$ cat config.mk
export PLATFORM = sky130hd
export DESIGN_NAME = sevenseg_scan
export DESIGN_NICKNAME = d
export VERILOG_FILES = /design/src/rtl/sevenseg_scan.sv
export SDC_FILE = /design/constraint.sdc
export NUM_CORES = 1
export LEC_CHECK = 0
export CAP_MARGIN = 20
export CORE_ASPECT_RATIO = 0.9
export CORE_UTILIZATION = 58
export CTS_CLUSTER_SIZE = 12
export DETAILED_ROUTE_END_ITERATION = 6
export PLACE_DENSITY = 0.82
export SLEW_MARGIN = 20
export SYNTH_ARGS = -nofsm -noshare
export SYNTH_HDL_FRONTEND = slang
export SYNTH_SLANG_ARGS = --single-unit
$ cat constraint.sdc
create_clock -name clk -period 6.33 [get_ports clk]
set_clock_uncertainty 0.05 [all_clocks]
set_input_delay 0.9495 -clock clk [delete_from_list [all_inputs] [get_ports clk]]
set_output_delay 0.9495 -clock clk [all_outputs]
set_load 0.02 [all_outputs]
$ cat src/rtl/sevenseg_scan.sv
// Scanning driver for a four-digit common-anode seven-segment display.
// Each digit slot opens with a dark guard interval to prevent ghosting.
module sevenseg_scan #(
  parameter int REFRESH_DIV  = 100000,
  parameter int BLANK_CYCLES = 1000
) (
  input  logic        clk,
  input  logic        rst,
  input  logic [15:0] value,
  input  logic [3:0]  dp_in,
  input  logic [3:0]  blank,
  output logic [6:0]  seg,
  output logic        dp,
  output logic [3:0]  an
);

  localparam int CW = (REFRESH_DIV > 2) ? $clog2(REFRESH_DIV) : 1;
  localparam logic [CW-1:0] CNT_LAST  = CW'(REFRESH_DIV - 1);
  localparam logic [CW-1:0] CNT_BLANK = CW'(BLANK_CYCLES);

  logic [CW-1:0] cnt_q, cnt_d;
  logic [1:0]    idx_q, idx_d;
  logic [15:0]   snapValue_q, snapValue_d;
  logic [3:0]    snapDp_q, snapDp_d;
  logic [3:0]    snapBlank_q, snapBlank_d;
  logic [6:0]    seg_q, seg_d;
  logic          dp_q, dp_d;
  logic [3:0]    an_q, an_d;
  logic [3:0]    nibble;

  function automatic logic [6:0] decodeHex(input logic [3:0] n);
    logic [6:0] s;
    s = 7'h7F;
    case (n)
      4'h0: s = 7'h40;
      4'h1: s = 7'h79;
      4'h2: s = 7'h24;
      4'h3: s = 7'h30;
      4'h4: s = 7'h19;
      4'h5: s = 7'h12;
      4'h6: s = 7'h02;
      4'h7: s = 7'h78;
      4'h8: s = 7'h00;
      4'h9: s = 7'h10;
      4'hA: s = 7'h08;
      4'hB: s = 7'h03;
      4'hC: s = 7'h46;
      4'hD: s = 7'h21;
      4'hE: s = 7'h06;
      4'hF: s = 7'h0E;
      default: s = 7'h7F;
    endcase
    return s;
  endfunction

  always_comb begin
    cnt_d       = cnt_q + 1'b1;
    idx_d       = idx_q;
    snapValue_d = snapValue_q;
    snapDp_d    = snapDp_q;
    snapBlank_d = snapBlank_q;
    seg_d       = 7'h7F;
    dp_d        = 1'b1;
    an_d        = 4'hF;
    nibble      = snapValue_q[{idx_q, 2'b00} +: 4];

    if (cnt_q == CNT_LAST) begin
      cnt_d = '0;
      idx_d = idx_q + 2'd1;
    end

    // Inputs are captured once per full scan so all four digits agree.
    if (cnt_q == '0 && idx_q == 2'd0) begin
      snapValue_d = value;
      snapDp_d    = dp_in;
      snapBlank_d = blank;
    end

    if (cnt_q >= CNT_BLANK && !snapBlank_q[idx_q]) begin
      an_d  = ~(4'b0001 << idx_q);
      seg_d = decodeHex(nibble);
      dp_d  = ~snapDp_q[idx_q];
    end
  end

  always_ff @(posedge clk) begin
    if (rst) begin
      cnt_q       <= '0;
      idx_q       <= 2'd0;
      snapValue_q <= 16'h0000;
      snapDp_q    <= 4'h0;
      snapBlank_q <= 4'h0;
      seg_q       <= 7'h7F;
      dp_q        <= 1'b1;
      an_q        <= 4'hF;
    end else begin
      cnt_q       <= cnt_d;
      idx_q       <= idx_d;
      snapValue_q <= snapValue_d;
      snapDp_q    <= snapDp_d;
      snapBlank_q <= snapBlank_d;
      seg_q       <= seg_d;
      dp_q        <= dp_d;
      an_q        <= an_d;
    end
  end

  assign seg = seg_q;
  assign dp  = dp_q;
  assign an  = an_q;

endmodule

==> reports/qor.yml, run 1 <==
timing:
  period_share_pct: 47.3
  setup_violations: 0
  slew_headroom_pct: 31.6
  drv_slew: 0
  fmax_mhz: 334
  fin_crit_ns: 3.00
  max_slew.worst_pin.slew_ns: 1.02
  setup-tns-final_ns: 0
  hold_viol: 0
  rsz0062_at_grt: "false"
critical_path:
  r2r_slack_ns: 3.63
  worstSetupPathType: "primary input to flop"
  worstReg2RegEnd: "seg[0]"
  regToRegStartpoint: "idx_q[0]"
  cp.buffers_inverters: 1
  worstPathCellList: "clkdlybuf4s50_1, a311oi_2, o311ai_0"
  worst_path_largest_cell_delay_ns: 0.96
  critPathSlowestCell: "a311oi_2"
  crit_path_end_kind: "flop"
  cp-start-kind: "primary input"
  ff2ff_path_depth: 6
  crit_arrival_ns: 3.10
  crit_family: "compound AO/OA/AOI/OAI gates"
  critPathMaxFanout: 29
  worst_ep_required_time_ns: 6.44
routing:
  wl_um: 5580
  wl_per_cell_um: 14.5
  via_count: 2244
  drtIter0Drc: 143
  ant_nets: 0
  dr.pass1.iters: 4
  drc_errors: 0
  viasPerCell: 5.81
cells_and_area:
  drive_gt1_share_pct: 5.86
  nFillCells: 357
  area_growth_pct: 17.4
  diodes: 0
  utilization_pct: 71.4
  nets: 361
cts:
  cts-hold-fix-buffers: 0
  cts_max_path_buffers: 2
  htreeDepth: 2
  clockRootBuffer: "clkbuf_8"
  cts_tree: "done"
  cts_made_buffers: 5
  cts_sinks: 55
  cts.repair.resized: 0
  clk_latency_ns: 0.32
  cts_setup_buffers: 0
  clkSlewWorstSetupHoldPaths_ns: 0.10
floorplanning:
  start_util_pct: 60.8
  die_h_um: 66.9
  ios: 38
  rows: 23
  core_um2: 4460
  die_area_um2: 4950
  fp.dieW_um: 74.1
logic_synthesis:
  synth_area_um2: 2710
  syn-num-nets: 339
  ys_warn_count: 0
  syn-mean-instance-area_um2: 9.01
  async_flop_share_pct: 0
  netlist_instances: 301
  ys_seq_area_share_pct: 40.6
  ys.flop_type: "dfxtp_1"
  ys_types: 41
  synth-edff-count: 0
  yosys_register_bits: 55
status:
  status: "complete, no violations"
min_path:
  whs_endpoint: "snapDp_q[2]"
  min_from: "snapDp_q[2]"
  whs_path_depth: 2
  holdCritPathClass: "flop to flop"
placed_design:
  dp_hpwl_um: 3710
  place_congestion: 0.789
  io_buffers: 37
power_and_ir_drop:
  switching_power_uw: 177
  power_density_nw_per_um2: 233
  seqPwrFrac_pct: 50.0
  combinationalPowerShare_pct: 12.6
  p_int_uw: 564
  p_clk_share_pct: 37.4
  p_leak_nw: 1.12
  sw_frac_of_total_pct: 23.9
  peakVddDrop_mv: 0.175
run:
  drv_cap: 0
grt:
  grtUsageTotal_pct: 25.1
  grt-ovfl-total: 0
  antenna_found_initial: 0
  grt_pass1_vias: 1981
  grt_max_degree: 30
  grt_pass1_wl_um: 9360
-- sequential cells by signal (all words and copies together) (netlist names) --
signal	flops
seg	7
snapDp_q	4
dp	1
cnt_q	17
snapBlank_q	4
snapValue_q	16
idx_q	2
an	4
-- power groups by stage --
stage	Clock (mW)	Sequential (mW)	Combinational, mW
after floorplan	0	0.375	0.0666
after global placement	0	0.377	0.0907
after detailed placement	0	0.378	0.0922
after CTS	0.277	0.371	0.0933
after global routing	0.292	0.373	0.106
final	0.277	0.371	0.0936
-- worst min-delay path, delay by kind of cell, from the launching register on --
| family | cells | cell delay, ns |
|---|---|---|
| compound gates | 2 | 0.12 |
| flops | 1 | 0.32 |
-- cell usage after synthesis (2+ instances only) --
cell type	n	area (µm²)
buf_2	9	45.0
o211ai_2	2	25.0
nand2_1	17	63.8
nor4b_1	2	17.5
o211ai_1	2	15.0
xnor2_1	4	35.0
dfxtp_1	55	1100
nand4_1	6	37.5
or3_1	3	18.8
o31ai_1	3	22.5
o21ai_0	29	145
ha_1	12	150
or4_1	2	15.0
mux2i_1	5	50.1
mux4_1	3	78.8
and3_1	3	18.8
mux4_2	3	67.6
buf_6	2	22.5
nor3b_1	6	45.0
inv_1	10	37.5
and2_1	3	18.8
xor2_1	9	78.8
and4_1	5	43.8
a21oi_1	30	150
clkbuf_1	10	37.5
nor3_1	2	10.0
nand3_1	32	160
nor2_1	16	60.1
o21a_1	4	30.0
-- per-layer routing --
metal	routed length, µm	share of wire, %	up-vias	GRT usage, %
met2	2570	46	60	36.7
met1	2700	48	1054	36.7
met3	231	4.1	8	4.08
met5	0	0	-	0
li1	-	-	1122	-
met4	82	1.5	0	9.62
-- layout make-up --
class	count	area (µm²)	share of cell area [%]
Clock buffer	5	68.8	2.16
Multi-Input combinational cell	214	1460	45.9
Timing Repair Buffer	37	370	11.6
Tap cell	62	77.6	2.44
Sequential cell	55	1100	34.6
Clock inverter	3	67.6	2.12
Inverter	10	37.5	1.18
-- how the worst max path moves through the flow --
stage / endpoint / cells past startpoint / startpoint / slack, ns
4_1_cts: seg[2] / 3 / rst / 3.34
5_1_grt: seg[2] / 3 / rst / 3.10
6_report: seg[2] / 3 / rst / 3.33
3_3_place_gp: seg[2] / 3 / rst / 3.04
3_5_place_dp: seg[2] / 3 / rst / 2.98
2_1_floorplan: seg[0] / 7 / idx_q[0] / 4.12
-- kinds of logic (layout without fill, tap and decap cells) --
kind of cell	Yosys count	after routing	synth area share, %
DFF	55	55	40.6
AOI/OAI and AO/OA	78	78	17.0
xor gates and xnor gates	13	13	4.20
and+or+nand+nor	99	99	19.5
adders and majority gates	12	12	5.53
buffers and inverters	32	55	5.54
muxes	12	12	7.66
-- metrics by stage --
step / std cells / hold WS, ns / power, mW / cell area (µm²) / setup WS (ns)
detailed placement: 378 / 0.414 / 0.471 / 3050 / 2.98
finish: 386 / 0.426 / 0.741 / 3180 / 3.33
CTS: 386 / 0.427 / 0.741 / 3180 / 3.34
global route: 386 / 0.460 / 0.771 / 3180 / 3.10
global placement: 378 / 0.402 / 0.468 / 3050 / 3.04
floorplan: 301 / 0.388 / 0.442 / 2710 / 4.12
-- cell usage in the layout (no fill, tap or decap), types with 2 or more instances in the layout --
cell type and n:
nor3b_1 6, o21a_1 4, clkdlybuf4s50_1 37, nand2_1 17
xnor2_1 4, o211ai_1 2, and4_1 5, and3_1 3
ha_1 12, nor4b_1 2, and2_1 3, mux4_2 3
o211ai_2 2, dfxtp_1 55, nor2_1 16, or4_1 2
a21oi_1 30, mux4_1 3, mux2i_1 5, o21ai_0 29
clkbuf_8 5, nor3_1 2, nand3_1 32, xor2_1 9
inv_1 10, o31ai_1 3, nand4_1 6, or3_1 3
bufinv_16 2
(Power assumes the default switching activity.)
==> run 2: changes to the inputs <==
Settings changed: CORE_UTILIZATION 58 to 54, PLACE_DENSITY 0.82 to 0.77.
Clock period 6.33 ns to 2.8 ns, I/O delays scaled along.
==> run 2 against run 1 <==
- non-clock buffer count is 6 higher
- die area rose by 7.2%
- sequential power up 130%
- largest power group unchanged
- global-route usage decreased by 3.5 points
- hold slack gained 0.0084 ns
- register-to-register slack worse by 3.0 ns
- critical path type is now flop to flop
==> reports/qor.yml, run 2 (synthesized netlist as in run 1, its figures left out) <==
status:
  status: "complete, no violations"
routing:
  dr.pass1.iters: 4  # unchanged
  wl_per_cell_um: 13.5  # -6.3%
  via_count: 2216  # -1.2%
  wl_um: 5350  # -4.1%
  viasPerCell: 5.61  # -3.5%
  routed-wl-met3_um: 254  # +10%
  drc_errors: 0  # unchanged
  m1WireLength_um: 2800  # +3.9%
  wl_met2_um: 2260  # -12%
  highest_layer: "met4"
  ant_nets: 0  # unchanged
  drtIter0Drc: 131  # -8.4%
timing:
  period_share_pct: 78.4
  fmax_mhz: 456
  slew_headroom_pct: 55.3  # +24 points
  fin_crit_ns: 2.19
  setup_violations: 0  # unchanged
  rsz0062_at_grt: "false"
  setup-tns-final_ns: 0  # unchanged
  max_slew.worst_pin.slew_ns: 0.670  # -0.353 ns
  drv_slew: 0  # unchanged
  hold_viol: 0  # unchanged
grt:
  grtUsageTotal_pct: 21.7  # -3.5 points
  grt_pass1_wl_um: 9250  # -1.2%
  antenna_found_initial: 0  # unchanged
  grt_pass1_vias: 1984  # +0.15%
  grt_max_degree: 27  # -10%
  grt-ovfl-total: 0  # unchanged
cells_and_area:
  nets: 367  # +1.7%
  largest_register_ffs: 17  # unchanged
  final_common_cell: "dfxtp_1"
  area_growth_pct: 17.6
  drive_gt1_share_pct: 7.58  # +1.7 points
  instances_no_fill: 395  # +2.3%
  diodes: 0  # unchanged
  top_register: "cnt_q"
  layout_common_cells: "55 x dfxtp_1, 37 x clkdlybuf4s50_1, 32 x nand3_1"
power_and_ir_drop:
  peakVddDrop_mv: 0.405  # +130%
  p_leak_nw: 1.13  # +0.92%
  power_density_nw_per_um2: 472  # +100%
cts:
  clk_latency_ns: 0.31  # about the same
  cts_sinks: 55  # unchanged
  clkSlewWorstSetupHoldPaths_ns: 0.10  # about the same
  cts_made_buffers: 5  # unchanged
  cts_max_path_buffers: 2  # unchanged
  cts.repair.resized: 0  # unchanged
  cts_setup_buffers: 0  # unchanged
  cts_tree: "done"
  htreeDepth: 2  # unchanged
  cts-hold-fix-buffers: 0  # unchanged
  clockRootBuffer: "clkbuf_8"
floorplanning:
  die_h_um: 69.2  # +3.5%
  fp.dieW_um: 76.7  # +3.5%
  core_um2: 4830  # +8.4%
  rows: 24  # +4.3%
  start_util_pct: 56.1  # -4.7 points
  die_area_um2: 5310  # +7.2%
  ios: 38  # unchanged
critical_path:
  r2r_slack_ns: 0.61  # -3.02 ns
  cp-start-kind: "flop"
  crit_arrival_ns: 2.36  # -0.74 ns
  worst_ep_required_time_ns: 2.97  # -3.47 ns
  crit_path_end_kind: "flop"
  ff2ff_path_depth: 6  # unchanged
  critPathMaxFanout: 12  # -59%
  worstSetupPathType: "flop to flop"
run:
  drv_cap: 0  # unchanged
placed_design:
  dp_hpwl_um: 3870  # +4.2%
  io_buffers: 37  # unchanged
  dp.cells: 387  # +2.4%
  place_congestion: 0.815  # +3.3%
min_path:
  whs_path_depth: 2  # unchanged
  holdCritPathClass: "flop to flop"
==> run 2: cell count changes in the layout (fill, tap and decap cells not counted) <==
cell	previous run	this run
bufinv_16	2	0
buf_4	0	6
inv_6	0	2
==> run 2: area by class of cell <==
| class | instances | area, µm² |
|---|---|---|
| timing repair buffer | 43 | 415 |
| clock buffer | 5 | 68.8 |
| clock inverter | 3 | 25.0 |
| multi-input combinational | 214 | 1460 |
| sequential | 55 | 1100 |
| fill | 415 | 1640 |
| tap | 65 | 81.3 |
| inverter | 10 | 37.5 |
==> run 2: final timing paths <==
check                 start             end
max                idx_q[1]          seg[0]
min          snapBlank_q[1]  snapBlank_q[1]
max reg2reg        idx_q[1]          seg[0]
min reg2reg  snapBlank_q[1]  snapBlank_q[1]
==> run 2: routing by layer <==
layer / vias up / track usage (%)
met5: - / 0
met4: 0 / 5.77
met3: 2 / 4.74
met2: 54 / 31.2
met1: 1022 / 32.6
li1: 1138 / -
==> run 2: metrics by stage <==
step	utilization [%]	cell area (µm²)	worst slack, ns	hold WS (ns)	total power [mW]
finish	66.0	3190	0.606	0.434	1.51
global route	66.0	3190	0.448	0.459	1.58
CTS	66.0	3190	0.565	0.434	1.52
detailed placement	64.1	3100	0.588	0.419	1.08
global placement	64.1	3100	0.737	0.409	1.07
floorplan	-	2710	0.594	0.388	0.999
==> run 2: worst max-delay path: stages, from the launching register on <==
cell     delay [ns]
dfxtp_1        0.59
mux4_1         0.46
inv_1          0.19
ha_1           0.27
nor2_1         0.06
a22o_1         0.24
o31ai_1        0.24
==> run 2: power by group <==
group / leakage, nW / total, mW / switching, mW / internal (mW)
clock network: 0.0452 / 0.449 / 0.266 / 0.183
logic: 0.636 / 0.217 / 0.109 / 0.108
registers: 0.449 / 0.841 / 0.0236 / 0.817
total: 1.13 / 1.51 / 0.398 / 1.11
==> run 3: changes to the inputs <==
Clock period 2.8 ns to 2.3 ns, I/O delays scaled along.
==> run 3 against run 2 <==
- via count up 3.7%
- count of clock-buffer cells in the layout stayed put
- final area grew 0.78%
- flip-flop and latch count unchanged
- combinational power grew 26%
- worst setup slack worse by 0.36 ns
- die area unchanged
- sequential power is 21% higher
- power rose by 24%
- first-iteration DRC count decreased by 31%
- non-clock buffer count rose by 3
- largest cell class unchanged
- largest power group unchanged
==> reports/qor.yml, run 3 (synthesized netlist as in run 1, its figures left out) <==
status:
  status: "complete, no violations"
timing:
  rsz0062_at_grt: "false"
  setup-tns-final_ns: 0  # unchanged
  max_slew.worst_pin.slew_ns: 0.653  # -0.0175 ns
  fmax_mhz: 486  # +6.7%
  fin_crit_ns: 2.06  # -0.138 ns
  slew_headroom_pct: 56.5  # +1.2 points
  setup_violations: 0  # unchanged
  drv_slew: 0  # unchanged
  period_share_pct: 89.4  # +11 points
  hold_viol: 0  # unchanged
grt:
  grt_max_degree: 28  # +3.7%
  use_met3_pct: 5.00  # +0.26 points
  grt_use_met2_pct: 33.3  # +2.2 points
  grt-busiest-layer: "met2"
  grt-ovfl-total: 0  # unchanged
  grtUsageTotal_pct: 22.6  # +0.96 points
  antenna_found_initial: 0  # unchanged
  grt_pass1_wl_um: 9800  # +6.0%
  use_met1_pct: 32.9  # +0.26 points
  grt_pass1_vias: 2098  # +5.7%
cts:
  cts-hold-fix-buffers: 0  # unchanged
  htreeDepth: 2  # unchanged
  clk_latency_ns: 0.32  # about the same
  cts_max_path_buffers: 2  # unchanged
  cts_setup_buffers: 0  # unchanged
  cts_tree: "done"
  clkSlewWorstSetupHoldPaths_ns: 0.11  # about the same
  cts.repair.resized: 0  # unchanged
  cts_sinks: 55  # unchanged
  cts_made_buffers: 5  # unchanged
  clockRootBuffer: "clkbuf_8"
floorplanning:
  rows: 24  # unchanged
  die_area_um2: 5310  # unchanged
  start_util_pct: 56.1  # unchanged
  fp.dieW_um: 76.7  # unchanged
  ios: 38  # unchanged
  core_um2: 4830  # unchanged
  die_h_um: 69.2  # unchanged
power_and_ir_drop:
  p_total_mw: 1.87  # +24%
  p_leak_nw: 1.15  # +1.5%
  sw_frac_of_total_pct: 27.4  # +0.96 points
  p_clk_share_pct: 30.5  # +0.7 points
  power_density_nw_per_um2: 580  # +23%
  combinationalPowerShare_pct: 14.6  # +0.2 points
  seqPwrFrac_pct: 54.9  # -0.9 points
  switching_power_uw: 511  # +28%
  p_int_mw: 1.35  # +22%
  peakVddDrop_mv: 0.527  # +30%
cells_and_area:
  instances_no_fill: 398  # +0.76%
  area_growth_pct: 18.5
  drive_gt1_share_pct: 8.41  # +0.83 points
  top_register: "cnt_q"
  layout_common_cells: "55 x dfxtp_1, 37 x clkdlybuf4s50_1, 32 x nand3_1"
  postLayoutCellArea_um2: 3220  # +0.78%
  diodes: 0  # unchanged
  largest_register_ffs: 17  # unchanged
  utilization_pct: 66.5  # +0.52 points
  nFillCells: 396  # -4.6%
  nets: 370  # +0.82%
  final_common_cell: "dfxtp_1"
min_path:
  holdCritPathClass: "flop to flop"
critical_path:
  critPathMaxFanout: 5  # -7
  crit_family: "multiplexers"
  worstSetupPathType: "flop to flop"
  r2r_slack_ns: 0.24  # -0.36 ns
  worstPathCellList: "mux4_1, inv_1, ha_1, nor2_1, a22o_1, o31ai_1"
  worst_path_largest_cell_delay_ns: 0.58  # about the same
  crit_arrival_ns: 2.24  # -0.12 ns
  cp.buffers_inverters: 1  # unchanged
  critPathSlowestCell: "mux4_1"
  cp-start-kind: "flop"
  worst_ep_required_time_ns: 2.48  # -0.49 ns
  crit_path_end_kind: "flop"
placed_design:
  dp_hpwl_um: 3910  # +1.2%
  postPlaceCellArea_um2: 3120  # +0.73%
  place_congestion: 0.845  # +3.6%
  dp.cells: 390  # +0.78%
  io_buffers: 37  # unchanged
routing:
  wl_per_cell_um: 14.3  # +5.6%
  viasPerCell: 5.77  # +2.9%
  drtIter0Drc: 91  # -31%
  ant_nets: 0  # unchanged
  drc_errors: 0  # unchanged
  via_count: 2297  # +3.7%
  wl_um: 5690  # +6.4%
  dr.pass1.iters: 4  # unchanged
run:
  drv_cap: 0  # unchanged
## run 3: final timing paths
kind / startpoint / endpoint / cells after the start
hold / removal: snapDp_q[3] / snapDp_q[3] / 2
setup / recovery: idx_q[0] / seg[0] / 6
hold reg to reg: snapDp_q[3] / snapDp_q[3] / 2
setup reg to reg: idx_q[0] / seg[0] / 6
## run 3: stage by stage
step | worst slack [ns] | hold slack, ns
after floorplan | 0.0939 | 0.388
after global placement | 0.315 | 0.406
after detailed placement | 0.272 | 0.415
after CTS | 0.234 | 0.435
after global routing | 0.0784 | 0.457
final | 0.244 | 0.432
## run 3: area by class of cell
cell class                 instances  area (µm²)  share of cell area, %
clock inverter                     3        27.5                  0.856
timing repair buffer              46         438                   13.6
inverter                          10        37.5                   1.17
sequential                        55        1100                   34.2
clock buffer                       5        68.8                   2.14
multi-input combinational        214        1460                   45.4
tap                               65        81.3                   2.53
## run 3: power by group through the flow
stage | Sequential, mW | Clock [mW] | Combinational (mW)
after floorplan | 1.03 | 0 | 0.183
after global placement | 1.05 | 0 | 0.263
after detailed placement | 1.04 | 0 | 0.268
after CTS | 1.02 | 0.584 | 0.270
after global routing | 1.03 | 0.620 | 0.305
final | 1.02 | 0.569 | 0.273
## run 3: per-layer routing
layer,vias up,wire length (µm)
met1,1084,2990
li1,1144,-
met3,10,270
met4,0,84
met5,-,0
met2,59,2350
## run 3: worst reg2reg max path: stages, from the launching register on
cell,delay (ns)
dfxtp_1,0.39
mux4_1,0.58
inv_1,0.16
ha_1,0.27
nor2_1,0.06
a22o_1,0.23
o31ai_1,0.22
